## src/rtl/idecoder_stage.sv

```systemverilog
// Registered RV32I decode stage: combinational field decode on the fetch side,
// a 2-entry (or 1-entry) output buffer with valid/ready on both sides and flush.
module idecoder_stage #(
  parameter int INST_WIDTH = 32,
  parameter int PC_WIDTH   = 32,
  parameter int IMM_WIDTH  = 32,
  parameter int REG_WIDTH  = 5,
  parameter int SKID       = 1,
  localparam int INST_TYPE_WIDTH = 4,
  localparam int FUNCT_WIDTH     = 5
) (
  input  logic                       clk,
  input  logic                       rst,
  input  logic                       flush,
  input  logic                       in_valid,
  output logic                       in_ready,
  input  logic [INST_WIDTH-1:0]      in_inst,
  input  logic [PC_WIDTH-1:0]        in_pc,
  output logic                       out_valid,
  input  logic                       out_ready,
  output logic [PC_WIDTH-1:0]        out_pc,
  output logic [IMM_WIDTH-1:0]       imm,
  output logic [INST_TYPE_WIDTH-1:0] inst_type,
  output logic [REG_WIDTH-1:0]       rd,
  output logic [REG_WIDTH-1:0]       rs1,
  output logic [REG_WIDTH-1:0]       rs2,
  output logic [FUNCT_WIDTH-1:0]     funct,
  output logic                       illegal
);

  // Instruction class codes; 0 is reserved for illegal instructions.
  localparam logic [INST_TYPE_WIDTH-1:0] T_NONE = 4'd0, T_REG = 4'd1, T_IMM = 4'd2,
    T_LOAD = 4'd3, T_STORE = 4'd4, T_BRANCH = 4'd5, T_JAL = 4'd6, T_JALR = 4'd7,
    T_LUI = 4'd8, T_AUIPC = 4'd9, T_FENCE = 4'd10, T_SYSTEM = 4'd11;

  localparam logic [FUNCT_WIDTH-1:0] F_NONE = 5'd0, F_ADD = 5'd1, F_SUB = 5'd2,
    F_SLL = 5'd3, F_SLT = 5'd4, F_SLTU = 5'd5, F_XOR = 5'd6, F_OR = 5'd7, F_AND = 5'd8,
    F_SRL = 5'd9, F_SRA = 5'd10, F_EQ = 5'd11, F_NEQ = 5'd12, F_LT = 5'd13,
    F_GTE = 5'd14, F_LTU = 5'd15, F_GTEU = 5'd16, F_MEM_BYTE = 5'd17,
    F_MEM_HWORD = 5'd18, F_MEM_WORD = 5'd19, F_MEM_BYTEU = 5'd20, F_MEM_HWORDU = 5'd21;

  localparam logic [6:0] OP_LUI = 7'b0110111, OP_AUIPC = 7'b0010111, OP_JAL = 7'b1101111,
    OP_JALR = 7'b1100111, OP_BRANCH = 7'b1100011, OP_LOAD = 7'b0000011,
    OP_STORE = 7'b0100011, OP_OPIMM = 7'b0010011, OP_OP = 7'b0110011,
    OP_FENCE = 7'b0001111, OP_SYSTEM = 7'b1110011;

  typedef struct packed {
    logic [PC_WIDTH-1:0]        pc;
    logic [IMM_WIDTH-1:0]       imm;
    logic [INST_TYPE_WIDTH-1:0] typ;
    logic [FUNCT_WIDTH-1:0]     fn;
    logic [REG_WIDTH-1:0]       rd;
    logic [REG_WIDTH-1:0]       rs1;
    logic [REG_WIDTH-1:0]       rs2;
    logic                       ill;
  } dec_t;

  function automatic logic [IMM_WIDTH-1:0] sext(input logic signed [31:0] v);
    return IMM_WIDTH'(v);
  endfunction

  function automatic logic [IMM_WIDTH-1:0] zext_shamt(input logic [4:0] s);
    return IMM_WIDTH'(s);
  endfunction

  function automatic logic [FUNCT_WIDTH-1:0] alu_fn(input logic [2:0] f3);
    case (f3)
      3'd0:    return F_ADD;
      3'd1:    return F_SLL;
      3'd2:    return F_SLT;
      3'd3:    return F_SLTU;
      3'd4:    return F_XOR;
      3'd5:    return F_SRL;
      3'd6:    return F_OR;
      default: return F_AND;
    endcase
  endfunction

  function automatic logic [FUNCT_WIDTH-1:0] branch_fn(input logic [2:0] f3);
    case (f3)
      3'd0:    return F_EQ;
      3'd1:    return F_NEQ;
      3'd4:    return F_LT;
      3'd5:    return F_GTE;
      3'd6:    return F_LTU;
      3'd7:    return F_GTEU;
      default: return F_NONE;
    endcase
  endfunction

  function automatic logic [FUNCT_WIDTH-1:0] mem_fn(input logic [2:0] f3);
    case (f3)
      3'd0:    return F_MEM_BYTE;
      3'd1:    return F_MEM_HWORD;
      3'd2:    return F_MEM_WORD;
      3'd4:    return F_MEM_BYTEU;
      3'd5:    return F_MEM_HWORDU;
      default: return F_NONE;
    endcase
  endfunction

  logic [6:0]           opcode;
  logic [2:0]           f3;
  logic [6:0]           f7;
  logic [REG_WIDTH-1:0] f_rd, f_rs1, f_rs2;
  logic [31:0]          imm_i, imm_s, imm_b, imm_u, imm_j;
  logic                 bad;
  dec_t                 dec_p0;
  dec_t                 out_p1, skid_p1;
  logic                 skid_vld_p1;
  logic                 accept;

  assign opcode = in_inst[6:0];
  assign f3     = in_inst[14:12];
  assign f7     = in_inst[31:25];
  assign f_rd   = REG_WIDTH'(in_inst[11:7]);
  assign f_rs1  = REG_WIDTH'(in_inst[19:15]);
  assign f_rs2  = REG_WIDTH'(in_inst[24:20]);
  assign imm_i  = {{20{in_inst[31]}}, in_inst[31:20]};
  assign imm_s  = {{20{in_inst[31]}}, in_inst[31:25], in_inst[11:7]};
  assign imm_b  = {{19{in_inst[31]}}, in_inst[31], in_inst[7], in_inst[30:25], in_inst[11:8], 1'b0};
  assign imm_u  = {in_inst[31:12], 12'b0};
  assign imm_j  = {{11{in_inst[31]}}, in_inst[31], in_inst[19:12], in_inst[20], in_inst[30:21], 1'b0};

  // Stage p0: combinational decode of the presented instruction
  always_comb begin
    dec_p0    = '0;
    dec_p0.pc = in_pc;
    bad       = 1'b0;
    case (opcode)
      OP_LUI:   begin dec_p0.typ = T_LUI;   dec_p0.rd = f_rd; dec_p0.imm = sext(imm_u); end
      OP_AUIPC: begin dec_p0.typ = T_AUIPC; dec_p0.rd = f_rd; dec_p0.imm = sext(imm_u); end
      OP_JAL:   begin dec_p0.typ = T_JAL;   dec_p0.rd = f_rd; dec_p0.imm = sext(imm_j); end
      OP_JALR: begin
        dec_p0.typ = T_JALR; dec_p0.fn = F_ADD; dec_p0.rd = f_rd; dec_p0.rs1 = f_rs1;
        dec_p0.imm = sext(imm_i);
        bad = (f3 != 3'd0);
      end
      OP_BRANCH: begin
        dec_p0.typ = T_BRANCH; dec_p0.fn = branch_fn(f3); dec_p0.rs1 = f_rs1; dec_p0.rs2 = f_rs2;
        dec_p0.imm = sext(imm_b);
        bad = (f3 == 3'd2) || (f3 == 3'd3);
      end
      OP_LOAD: begin
        dec_p0.typ = T_LOAD; dec_p0.fn = mem_fn(f3); dec_p0.rd = f_rd; dec_p0.rs1 = f_rs1;
        dec_p0.imm = sext(imm_i);
        bad = (f3 == 3'd3) || (f3 == 3'd6) || (f3 == 3'd7);
      end
      OP_STORE: begin
        dec_p0.typ = T_STORE; dec_p0.fn = mem_fn(f3); dec_p0.rs1 = f_rs1; dec_p0.rs2 = f_rs2;
        dec_p0.imm = sext(imm_s);
        bad = (f3 > 3'd2);
      end
      OP_OPIMM: begin
        dec_p0.typ = T_IMM; dec_p0.rd = f_rd; dec_p0.rs1 = f_rs1;
        if (f3 == 3'd1) begin
          dec_p0.fn = F_SLL; dec_p0.imm = zext_shamt(in_inst[24:20]);
          bad = (f7 != 7'd0);
        end else if (f3 == 3'd5) begin
          dec_p0.fn = f7[5] ? F_SRA : F_SRL; dec_p0.imm = zext_shamt(in_inst[24:20]);
          bad = (f7 != 7'd0) && (f7 != 7'h20);
        end else begin
          dec_p0.fn = alu_fn(f3); dec_p0.imm = sext(imm_i);
        end
      end
      OP_OP: begin
        dec_p0.typ = T_REG; dec_p0.rd = f_rd; dec_p0.rs1 = f_rs1; dec_p0.rs2 = f_rs2;
        if (f7 == 7'd0)                      dec_p0.fn = alu_fn(f3);
        else if (f7 == 7'h20 && f3 == 3'd0)  dec_p0.fn = F_SUB;
        else if (f7 == 7'h20 && f3 == 3'd5)  dec_p0.fn = F_SRA;
        else                                 bad = 1'b1;
      end
      OP_FENCE: begin
        dec_p0.typ = T_FENCE; dec_p0.rd = f_rd; dec_p0.rs1 = f_rs1; dec_p0.imm = sext(imm_i);
      end
      OP_SYSTEM: begin
        dec_p0.typ = T_SYSTEM; dec_p0.rd = f_rd; dec_p0.rs1 = f_rs1; dec_p0.imm = sext(imm_i);
      end
      default: bad = 1'b1;
    endcase
    // Illegal instructions keep only their PC so the fault can be reported downstream.
    if (bad) begin
      dec_p0     = '0;
      dec_p0.pc  = in_pc;
      dec_p0.ill = 1'b1;
    end
  end

  assign in_ready = (SKID != 0) ? !skid_vld_p1 : (!out_valid || out_ready);
  assign accept   = in_valid && in_ready && !flush;

  // Stage p1: output register plus skid entry, strict FIFO order
  always_ff @(posedge clk) begin
    if (rst) begin
      out_valid   <= 1'b0;
      skid_vld_p1 <= 1'b0;
      out_p1      <= '0;
      skid_p1     <= '0;
    end else if (flush) begin
      out_valid   <= 1'b0;
      skid_vld_p1 <= 1'b0;
    end else if (!out_valid || out_ready) begin
      if (skid_vld_p1) begin
        out_p1      <= skid_p1;
        out_valid   <= 1'b1;
        skid_vld_p1 <= 1'b0;
      end else begin
        out_valid <= accept;
        if (accept) out_p1 <= dec_p0;
      end
    end else if (accept && SKID != 0) begin
      skid_vld_p1 <= 1'b1;
      skid_p1     <= dec_p0;
    end
  end

  assign out_pc    = out_p1.pc;
  assign imm       = out_p1.imm;
  assign inst_type = out_p1.typ;
  assign funct     = out_p1.fn;
  assign rd        = out_p1.rd;
  assign rs1       = out_p1.rs1;
  assign rs2       = out_p1.rs2;
  assign illegal   = out_p1.ill;

endmodule

```

## config.mk

```make
export PLATFORM = sky130hd
export DESIGN_NAME = idecoder_stage
export DESIGN_NICKNAME = d
export VERILOG_FILES = /design/src/rtl/idecoder_stage.sv
export SDC_FILE = /design/constraint.sdc
export NUM_CORES = 1
export LEC_CHECK = 0
export ABC_AREA = 1
export CORE_ASPECT_RATIO = 1.1
export CORE_MARGIN = 2
export CORE_UTILIZATION = 23
export CTS_CLUSTER_DIAMETER = 30
export DETAILED_ROUTE_END_ITERATION = 12
export PLACE_DENSITY_LB_ADDON = 0.2
export SLEW_MARGIN = 20
export SYNTH_ARGS = -nofsm -noshare
export SYNTH_HDL_FRONTEND = slang
export SYNTH_SLANG_ARGS = --single-unit
```

## constraint.sdc

```tcl
create_clock -name clk -period 2.26 [get_ports clk]
set_input_delay 0.565 -clock clk [delete_from_list [all_inputs] [get_ports clk]]
set_output_delay 0.565 -clock clk [all_outputs]
set_load 0.01 [all_outputs]
```

Word level (Yosys, flattened, before mapping)
Index checks and enable logic that the tools add are counted.
{ "op_classes": {"n_reduce_logical": 28, "bitwise_logic": 2, "eq_ne": 20, "magnitude_cmp": 1, "muxes": 28} }
{ "ops": {"columns": ["operator", "count"], "rows": [
  ["32-bit one-hot mux with 6 select lines", 1],
  ["89-bit 2-to-1 mux", 2],
  ["32-bit 2-to-1 mux", 2],
  ["57-bit 2-to-1 mux", 1],
  ["5-bit one-hot mux with 5 select lines", 2],
  ["4-bit one-hot mux with 11 select lines", 1],
  ["5-bit one-hot mux with 6 select lines", 1],
  ["7-bit by 6-bit equality test with 1-bit output (second input constant)", 4],
  ["7-bit equality test (second input constant)", 4],
  ["4-bit one-hot mux with 7 select lines", 1],
  ["5-bit 2-to-1 mux", 5],
  ["4-bit one-hot mux with 5 select lines", 1],
  ["7-bit by 5-bit equality test with 1-bit output (second input constant)", 2],
  ["3-bit equality test (second input constant)", 4],
  ["4-bit 2-to-1 mux", 3],
  ["9-bit OR reduction", 1],
  ["8-bit OR reduction", 1],
  ["7-bit by 2-bit equality test with 1-bit output (second input constant)", 1],
  ["7-bit by 4-bit equality test with 1-bit output (second input constant)", 1],
  ["7-bit logical NOT", 1],
  ["7-bit by 6-bit != test with 1-bit output (second input constant)", 1],
  ["1-bit one-hot mux with 7 select lines", 1],
  ["7-bit nonzero test", 1],
  ["3-bit by 2-bit equality test with 1-bit output (second input constant)", 2],
  ["other kinds (16)", 35]
]} }
{ "word_totals": {"regBits": 180, "word_cells": 97} }

Logic depth before layout (Yosys ltp)
{ "logic_depth": {"ltp_word": 9, "depth_mapped": 14, "mapped_depth_nobuf": 13} }

Worst setup path before layout
No wires, ideal clock.
{ "synth_timing": {"kind": "input-to-reg", "startpoint": "in in_inst[14]", "endpoint": "reg out_p1, in the netlist imm[21]", "required_ps": 2128, "path_stages": 11, "path_buffers": 2, "t_arrival_ps": 1843, "path_slack_ps": 285, "cell_sequence": "buf_2 -> inv_1 -> nor2_1 -> inv_2 -> nand4_1 -> clkbuf_1 -> nand4_1 -> nand2_1 -> nand2_1 -> nand2_1 -> a21oi_1"} }
{ "synth_via": {"elab_chain_cells": 9, "elab_cells_between_ends": 26, "classes_between": "order compare (1); eq/ne (6); mux (12); reduce/logical (7)"} }
{ "synth_rtl": {"columns": ["item", "line_no", "text"], "rows": [
  ["start, declared", "17", "input logic [INST_WIDTH-1:0] in_inst,"],
  ["3-bit equality test", "159, 170", null],
  ["1-bit logical AND", "170", "else if (f7 == 7'h20 && f3 == 3'd5) dec_p0.fn = F_SRA;"],
  ["1-bit 2-to-1 mux", "170", null],
  ["1-bit 2-to-1 mux", "169", "else if (f7 == 7'h20 && f3 == 3'd0) dec_p0.fn = F_SUB;"],
  ["1-bit 2-to-1 mux", "168", "if (f7 == 7'd0) dec_p0.fn = alu_fn(f3);"],
  ["1-bit one-hot mux with 7 select lines", "130", "case (opcode)"],
  ["57-bit 2-to-1 mux (*)", "182", "if (bad) begin"],
  ["89-bit 2-to-1 mux (*)", "209", "if (accept) out_p1 <= dec_p0;"],
  ["89-bit 2-to-1 mux (*)", "203", "if (skid_vld_p1) begin"],
  ["end signal, assigned", "204", "out_p1 <= skid_p1;"],
  ["end signal, assigned", "209", null],
  ["end, declared", "109", "dec_t out_p1, skid_p1;"]
]} }
Mark *: on every way between the ends. The rest lies on a longest branch, timed or not. The select of a mux whose other input is x is not followed.
A chain may end at the register's enable or synchronous reset.

Final worst setup path
{ "layout_timing": {"startpoint": "in in_inst[0]", "endpoint": "reg out_p1, in the netlist imm[19]"} }
{ "layout_via": {"elab_chain_cells": 6, "elab_cells_between_ends": 19, "classes_between": "eq/ne (11); mux (5); reduce/logical (3)"} }
{ "layout_rtl": {"columns": ["item", "line_no"], "rows": [
  ["7-bit equality test, or another cell as far along", "130"],
  ["5-bit OR reduction (no source line), or another cell as far along", null],
  ["1-bit one-hot mux with 7 select lines or 32-bit one-hot mux with 6 select lines (tied branches)", "130"],
  ["57-bit 2-to-1 mux (*)", "182"],
  ["89-bit 2-to-1 mux (*)", "209"],
  ["89-bit 2-to-1 mux (*)", "203"]
]} }
Marks and branches as above.

==> results_dict.tcl <==
set metrics [dict create \
    cts_buffer_depth 2 \
    viasPerCell 4.54 \
    first_pass_iters 5 \
    start_kind "input port" \
    critPathCapture "imm[19]" \
    finClkSkew_ns 0.00902 \
    place_ws_ns -0.445 \
    cp_max_fo 8 \
    num_antenna_cells 0 \
    vias 9072 \
    setup_viol 0 \
    final_max_slew_viol_count 0 \
    path_clk_slew_ns 0.07 \
    cts_buffers 17 \
    tightest_slew_ns 0.610 \
    clockPowerShare 0.437 \
    insertion_delay_ns 0.44 \
    area_growth_pct 42.3 \
    swShare 0.253 \
    combPwrFrac 0.107 \
    gp_congestion 0.837 \
    status "finished, final reports clean" \
    rsz0062_at_grt "no" \
    yosysMostFrequentCell "nand2_1" \
    grt_pass1_wl_microns 47400 \
    syn_avg_cell_area_sq_um 6.58 \
    switchingPower_mw 1.81 \
    clkSinkCount 180 \
    p_int_mw 5.35 \
    port_buffers 159 \
    drtIter0Drc 502 \
    syn_area_sq_um 8530 \
    drive_above_1_share 0.124 \
    synthTopCellsByArea "dfxtp_1 42%, nand2_1 15%, o21ai_0 8.7%" \
    fp.dieH_microns 206 \
    ys_async_sr_fraction 0 \
    synth_top_area_share 0.422 \
    syn_nets 1365 \
    tns_ns 0 \
    power_density_nw_per_um2 590 \
    worst_hold_slack_ns 0.463 \
    io_pins 160 \
    rr_worst_depth 7 \
    cts_tree "done" \
    grt_max_degree 138 \
    hold_viol_final 0 \
    syn_inst 1296 \
    regToRegEndpoint "skid_p1[23]" \
    track_usage 0.155 \
    htree_levels 4 \
    ys_warn_count 0 \
    post-route-min-period_ns 2.15 \
    ant_nets 0 \
    detail_route.drc_violations 0 \
    fin_util 0.334 \
    synth_edf_count 0 \
    crit_required_ns 2.63 \
    path_class "input port to flop" \
    dp_hpwl_microns 20600 \
    root_buffer "clkbuf_16" \
    final_nets 1566 \
    yosysTopAreaCell "dfxtp_1" \
    ys_ff_latch 180 \
    post-route-period-util 0.952 \
    reg2reg_slack_ns 0.72 \
    r2r_start "out_valid" \
    drv_cap 0 \
    setup_ws_ns 0.108 \
    initial_core_util 0.235 \
    rows 73 \
    grt_pass1_vias 8512 \
    die_w_microns 188 \
    dieArea_sq_um 38600 \
    grt_remaining_overflow 0 \
    synth_cell_types 31 \
    synth_ff_type "dfxtp_1" \
    leakagePower_nw 5.21 \
    slew_headroom 0.593 \
    crit_arrival_ns 2.53 \
    ir_drop_mv 0.530 \
    wire_per_inst_microns 14.9 \
    routed_wl_microns 29800 \
    synth.cells.most_frequent "342 x nand2_1, 190 x nor2_1, 180 x dfxtp_1" \
    worstSetupEndpointType "flop" \
    hold_class "flop to flop" \
    fillers 4041 \
    antenna_found_initial 0 \
    fmax_ghz 0.465 \
    core_area_sq_um 36400 \
    seq_area_frac_synth 0.422 \
    report.power.total_mw 7.16 \
    cp-startpoint "in_inst[0]" \
    p_seq_frac 0.455 \
]
flip-flops by register name (all words and copies together) (netlist names):
name / cells
skid_p1: 89
rd: 5
funct: 5
rs2: 5
illegal: 1
out_valid: 1
inst_type: 4
skid_vld_p1: 1
out_pc: 32
imm: 32
rs1: 5
routing by layer:
| metal | vias to the layer above | GRT usage | share of wire |
|---|---|---|---|
| met5 | - | 0 | 0 |
| met1 | 4182 | 0.206 | 0.48 |
| met2 | 192 | 0.258 | 0.47 |
| li1 | 4673 | - | - |
| met3 | 25 | 0.0265 | 0.037 |
| met4 | 0 | 0.0458 | 0.012 |
cell families (layout without fill, tap and decap cells):
family,Yosys count,count (layout),synth area share
AND/OR/NAND/NOR,638,638,0.308
AO/OA/AOI/OAI,328,328,0.199
flip-flops,180,180,0.422
buffers and inverters,150,364,0.0700
worst min path at each step:
stage	startpoint	endpoint	slack [ns]	depth (start not counted)
final	rs2[3]	rs2[3]	0.46	2
after global routing	funct[4]	funct[4]	0.49	2
after CTS	rs2[3]	rs2[3]	0.47	2
after detailed placement	inst_type[1]	inst_type[1]	0.46	2
after global placement	funct[0]	funct[0]	0.45	2
after floorplan	skid_p1[79]	out_pc[22]	0.45	2
placed cells by master (no fill, tap or decap), types with 6 or more instances in the layout:
cell type / Yosys / layout
nand3_1: 64 / 63
nand2_1: 342 / 340
buf_12: 0 / 17
nor2_2: 4 / 6
clkdlybuf4s50_1: 0 / 151
a31oi_1: 32 / 32
dfxtp_1: 180 / 179
nand4_1: 25 / 25
a21oi_1: 136 / 134
inv_2: 8 / 11
inv_1: 46 / 42
clkbuf_16: 0 / 17
o21ai_0: 148 / 148
dlymetal6s2s_1: 0 / 7
nor2_1: 190 / 186
buf_4: 6 / 97
critical path: stages:
cell	delay [ns]
clkdlybuf4s50_1	0.52
nand2_4	0.11
inv_2	0.07
nand2_2	0.09
nor2_4	0.11
buf_4	0.12
nand4_1	0.11
buf_4	0.19
nand2_1	0.10
nor2_2	0.04
buf_4	0.15
nand2_1	0.10
nand3_1	0.10
a21oi_2	0.14
what timing repair did:
action / in CTS / in global routing
hold endpoints to repair: 0 / 0
endpoints found under the setup margin: 0 / 80
resized for setup: 0 / 27
setup buffers: 0 / 1
hold buffers: 0 / 0
power by group through the flow:
stage               logic [mW]  clock network, mW  registers [mW]
floorplan                0.289                  0            3.35
global placement         0.769                  0            3.33
detailed placement       0.764                  0            3.33
CTS                      0.768               3.24            3.26
global route             0.844               3.37            3.27
finish                   0.770               3.13            3.26
final cells by class:
class / instances / area [sq um] / area share
Sequential cell: 180 / 3600 / 0.297
Clock inverter: 13 / 178 / 0.0146
Timing Repair Buffer: 276 / 2710 / 0.223
Multi-Input combinational cell: 966 / 4400 / 0.362
Inverter: 56 / 214 / 0.0176
Clock buffer: 19 / 433 / 0.0357
Tap cell: 487 / 609 / 0.0502
through the flow:
stage | instances | instance area (sq um)
after floorplan | 1296 | 8530
after global placement | 1964 | 11400
after detailed placement | 1964 | 11400
after CTS | 1996 | 12000
after global routing | 1997 | 12100
final | 1997 | 12100
Power figures use the tool's default switching activity.
